--- config.mk ---
export PLATFORM = sky130hd
export DESIGN_NAME = store_buffer
export DESIGN_NICKNAME = d
export VERILOG_FILES = /design/src/rtl/store_buffer.sv
export SDC_FILE = /design/constraint.sdc
export NUM_CORES = 1
export LEC_CHECK = 0
export BUFFER_PORTS_ARGS = -buffer_cell sky130_fd_sc_hd__buf_2
export CAP_MARGIN = 0
export CORE_MARGIN = 2
export CORE_UTILIZATION = 56
export DETAILED_ROUTE_END_ITERATION = 10
export GPL_ROUTABILITY_DRIVEN = 0
export PLACE_DENSITY = 0.77
export SLEW_MARGIN = 20
export SYNTH_ARGS = -nofsm -noshare
export SYNTH_HDL_FRONTEND = slang
export SYNTH_SLANG_ARGS = --single-unit
--- constraint.sdc ---
create_clock -name clk -period 2.6 [get_ports clk]
set_input_delay 0.13 -clock clk [delete_from_list [all_inputs] [get_ports clk]]
set_output_delay 0.13 -clock clk [all_outputs]
set_load 0.02 [all_outputs]
--- src/rtl/store_buffer.sv ---
// rtl/store_buffer.sv - posted-write store buffer between core data port and memory
// Optional load forwarding from pending stores: define STORE_BUFFER_FORWARD_EN.
module store_buffer #(
    parameter int DEPTH = 4,
    parameter int AW    = 16,
    parameter int DW    = 16
) (
    input  logic                     clk,
    input  logic                     reset,
    input  logic                     cpu_memwrite,
    input  logic                     cpu_memread,
    input  logic [AW-1:0]            cpu_dataadr,
    input  logic [DW-1:0]            cpu_writedata,
    output logic [DW-1:0]            cpu_readdata,
    output logic                     stall,
    output logic                     mem_we,
    output logic [AW-1:0]            mem_adr,
    output logic [DW-1:0]            mem_wdata,
    input  logic                     mem_ready,
    input  logic [DW-1:0]            mem_rdata,
    output logic [$clog2(DEPTH):0]   occupancy
);

    localparam int PW = $clog2(DEPTH);
    localparam int CW = PW + 1;
    localparam logic [CW-1:0] DEPTH_C = CW'(DEPTH);

    logic [AW-1:0]    adr_q  [DEPTH];
    logic [AW-1:0]    adr_d  [DEPTH];
    logic [DW-1:0]    data_q [DEPTH];
    logic [DW-1:0]    data_d [DEPTH];
    logic [DEPTH-1:0] valid_q, valid_d;
    logic [PW-1:0]    head_q, head_d;
    logic [PW-1:0]    tail_q, tail_d;
    logic [CW-1:0]    count_q, count_d;

    logic          full, empty;
    logic          enq, retire;
    logic          store_full, load_req;
    logic          fwd_hit;
    logic [DW-1:0] fwd_data;

    assign full       = (count_q == DEPTH_C);
    assign empty      = (count_q == '0);
    assign enq        = cpu_memwrite & ~full;
    assign retire     = ~empty & mem_ready;
    assign store_full = cpu_memwrite & full;
    // A simultaneous load is dropped: the store owns the port this cycle.
    assign load_req   = cpu_memread & ~cpu_memwrite;
    assign occupancy  = count_q;

`ifdef STORE_BUFFER_FORWARD_EN
    logic [PW-1:0] scan_idx;

    // Walk oldest to youngest so the last hit is the youngest matching store.
    always_comb begin
        fwd_hit  = 1'b0;
        fwd_data = '0;
        scan_idx = head_q;
        for (int i = 0; i < DEPTH; i++) begin
            scan_idx = head_q + PW'(i);
            if (valid_q[scan_idx] && (adr_q[scan_idx] == cpu_dataadr)) begin
                fwd_hit  = 1'b1;
                fwd_data = data_q[scan_idx];
            end
        end
    end
`else
    assign fwd_hit  = 1'b0;
    assign fwd_data = '0;
`endif

    always_comb begin
        head_d  = head_q;
        tail_d  = tail_q;
        count_d = count_q;
        valid_d = valid_q;
        for (int i = 0; i < DEPTH; i++) begin
            adr_d[i]  = adr_q[i];
            data_d[i] = data_q[i];
        end
        if (enq) begin
            adr_d[tail_q]   = cpu_dataadr;
            data_d[tail_q]  = cpu_writedata;
            valid_d[tail_q] = 1'b1;
            tail_d          = tail_q + PW'(1);
        end
        if (retire) begin
            valid_d[head_q] = 1'b0;
            head_d          = head_q + PW'(1);
        end
        if (enq && !retire) begin
            count_d = count_q + CW'(1);
        end else if (!enq && retire) begin
            count_d = count_q - CW'(1);
        end
    end

    always_ff @(posedge clk or negedge reset) begin
        if (!reset) begin
            head_q  <= '0;
            tail_q  <= '0;
            count_q <= '0;
            valid_q <= '0;
            for (int i = 0; i < DEPTH; i++) begin
                adr_q[i]  <= '0;
                data_q[i] <= '0;
            end
        end else begin
            head_q  <= head_d;
            tail_q  <= tail_d;
            count_q <= count_d;
            valid_q <= valid_d;
            for (int i = 0; i < DEPTH; i++) begin
                adr_q[i]  <= adr_d[i];
                data_q[i] <= data_d[i];
            end
        end
    end

    // Outputs are forced quiet while reset is held, even before any clock edge.
    always_comb begin
        stall        = 1'b0;
        mem_we       = 1'b0;
        mem_adr      = '0;
        mem_wdata    = '0;
        cpu_readdata = '0;
        if (reset) begin
            mem_we    = ~empty;
            mem_adr   = empty ? cpu_dataadr : adr_q[head_q];
            mem_wdata = empty ? '0 : data_q[head_q];
            stall     = store_full | (load_req & ~empty & ~fwd_hit);
            if (load_req) begin
                if (fwd_hit) begin
                    cpu_readdata = fwd_data;
                end else if (empty) begin
                    cpu_readdata = mem_rdata;
                end
            end
        end
    end

endmodule
==> flow_summary.ini <==
[yosys]
synth_top_area_share_pct = 53.1
synth-seq-cells = 135
synth_area_leader_cell = dfrtp_1
synth_cells = 404
async_reset_ff_share_pct = 100
synth_flop_cell = dfrtp_1
syn-num-nets = 463
synth_edf_count = 0
synth_warnings = 0
ys_top_cells_by_area = dfrtp_1 53%, mux2_2 21%, mux4_2 11%
syn_area_um2 = 6360
yosysSeqAreaShare_pct = 53.1
syn_area_per_cell_um2 = 15.8
yosys.cell_types.count = 27

[drt]
route.detailed.drc = 0
vias = 3875
drtAntennaViolNets = 0
vias_per_cell = 5.72
drtPass1Iterations = 4
drt_iter0_markers = 181
wirelength_mm = 13.4
wire_per_inst_um = 19.8

[placement]
dp_hpwl_mm = 8.30
dp.cells = 635
portBuffers = 105

[run]
maxCapViolCount = 0

[global_routing]
grt_first_pass_wirelength_mm = 22.0
grt.overflow.total = 0
grt_usage_pct = 23.1
grt_pass1_vias = 4246
antenna_found_initial = 0
grt_max_degree = 80

[clock_network]
cts_sinks = 135
h-tree-depth = 4
numCtsBuffers = 17
cts_tree = done
ctsResizeCount = 0
path_clk_slew_ns = 0.05
cts-root-buf = clkbuf_16
clkLatencyLatePin_ns = 0.40
cts_max_path_buffers = 2

[floorplan]
fp.dieW_um = 111
rows = 38
die-area_um2 = 12200
core_um2 = 11000
die_h_um = 111
io_pins = 106
start_util_pct = 57.9

[sta]
slew_headroom_pct = 64.5
tightestPinTransition_ns = 0.532
hold_viol = 0
rsz0062_at_grt = false
final.setup_skew_ns = 0.00606
finalSetupViolations = 0
max_freq_ghz = 0.427
drv_slew = 0
period_minus_slack_ns = 2.34
tns_ns = 0
fin_crit_sh_pct = 90.0

[worst_setup_path]
reg2reg_slack_ns = 0.36
arrival_ns = 2.21
start_kind = flop
r2r_end = occupancy[1]
cp.required_ns = 2.47
cp_max_fo = 13
cp-startpoint = head_q[0]
cp-end-kind = output pin
r2r_start = occupancy[1]
ff2ff_path_depth = 7
path_class = reg2out

[power]
cellPowerDensity_nw_per_um2 = 1340
leakage_uw = 0.00360
ir_worst_vdd_mv = 0.950

[hold_path]
hold_start = cpu_dataadr[6]
holdPathEnd = adr_q[54]
hold_class = in2reg
whs_path_depth = 2

[final_layout]
mostFrequentLayoutCell = dfrtp_1
finalNonFillerCells = 677
final_cell_mix = 133 x dfrtp_1, 121 x mux2_2, 104 x buf_2
area_growth_pct = 21.8
insertedDiodeCount = 0
drive_gt1_share_pct = 56.8
fin_nets = 587

[run_status]
outcome = completed
## cells in the mapped netlist (5+ instances only)
cell / instances
buf_4: 12
mux4_2: 32
dfrtp_1: 135
a22o_1: 16
mux2_1: 9
and2_1: 16
buf_2: 5
and3_1: 16
mux2_2: 121
ha_1: 5
clkbuf_1: 7
## registers in the layout, indices dropped and copies added (netlist names)
register	cells
adr_q	64
data_q	64
occupancy	3
head_q	2
tail_q	2
## where the power goes
| group | switching, uW | leakage, uW | total, uW | internal (uW) |
|---|---|---|---|---|
| clock | 811 | 0.000264 | 2170 | 1360 |
| combinational | 1820 | 0.00174 | 4330 | 2510 |
| sequential | 668 | 0.00160 | 3870 | 3200 |
## logic make-up after synthesis
| logic type | count (synthesis) | synth area share (%) |
|---|---|---|
| flops | 135 | 53.1 |
| xor+xnor | 6 | 0.826 |
| compound gates | 16 | 2.20 |
| buf+inv | 31 | 2.99 |
| mux | 163 | 34.5 |
| fa+ha+maj | 6 | 1.30 |
| simple gates | 47 | 5.11 |
## worst max-delay path, stage by stage, from the launching register on
cell	delay [ns]
dfrtp_2	0.67
buf_12	0.23
mux4_2	0.54
a22o_1	0.20
buf_2	0.16
## repair_timing
action	in CTS	in global routing
endpoints found under the hold margin	60	0
setup buffers	0	0
hold buffers	14	0
## per-layer routing
| metal | routed length [um] | track usage (%) | part of all wire [%] |
|---|---|---|---|
| met5 | 0 | 0 | 0 |
| met4 | 116 | 5.33 | 0.87 |
| met3 | 524 | 6.04 | 3.9 |
| met2 | 6970 | 39.3 | 52 |
| met1 | 5780 | 30.1 | 43 |
## final cells by class
type / instances / area [um^2]
inverter: 4 / 15.0
timing repair buffer: 132 / 857
clock inverter: 5 / 50.0
clock buffer: 23 / 478
tap: 140 / 175
fill: 733 / 3230
sequential: 135 / 3380
multi-input combinational: 238 / 2800
## how the worst max path moves through the flow
stage	end	slack (ns)	cells past startpoint
6_report	mem_adr[13]	0.26	4
5_1_grt	mem_adr[13]	0.14	4
4_1_cts	mem_adr[13]	0.22	4
3_5_place_dp	occupancy[1]	0.37	7
3_3_place_gp	occupancy[1]	0.43	7
2_1_floorplan	occupancy[1]	0.39	7
## per-stage QoR
step	power (uW)	worst slack, ns	hold WS (ns)	util [%]	instance area [um^2]
6_report	10400	0.260	0.0139	70.6	7750
3_5_place_dp	8210	0.366	0.0383	64.5	7080
2_1_floorplan	7030	0.393	-0.166	-	6360
3_3_place_gp	8020	0.432	0.0269	64.5	7080
5_1_grt	11000	0.143	0.00748	70.6	7750
4_1_cts	10400	0.219	0.00158	70.6	7750
Note: power is estimated with default switching activity, not from simulation.
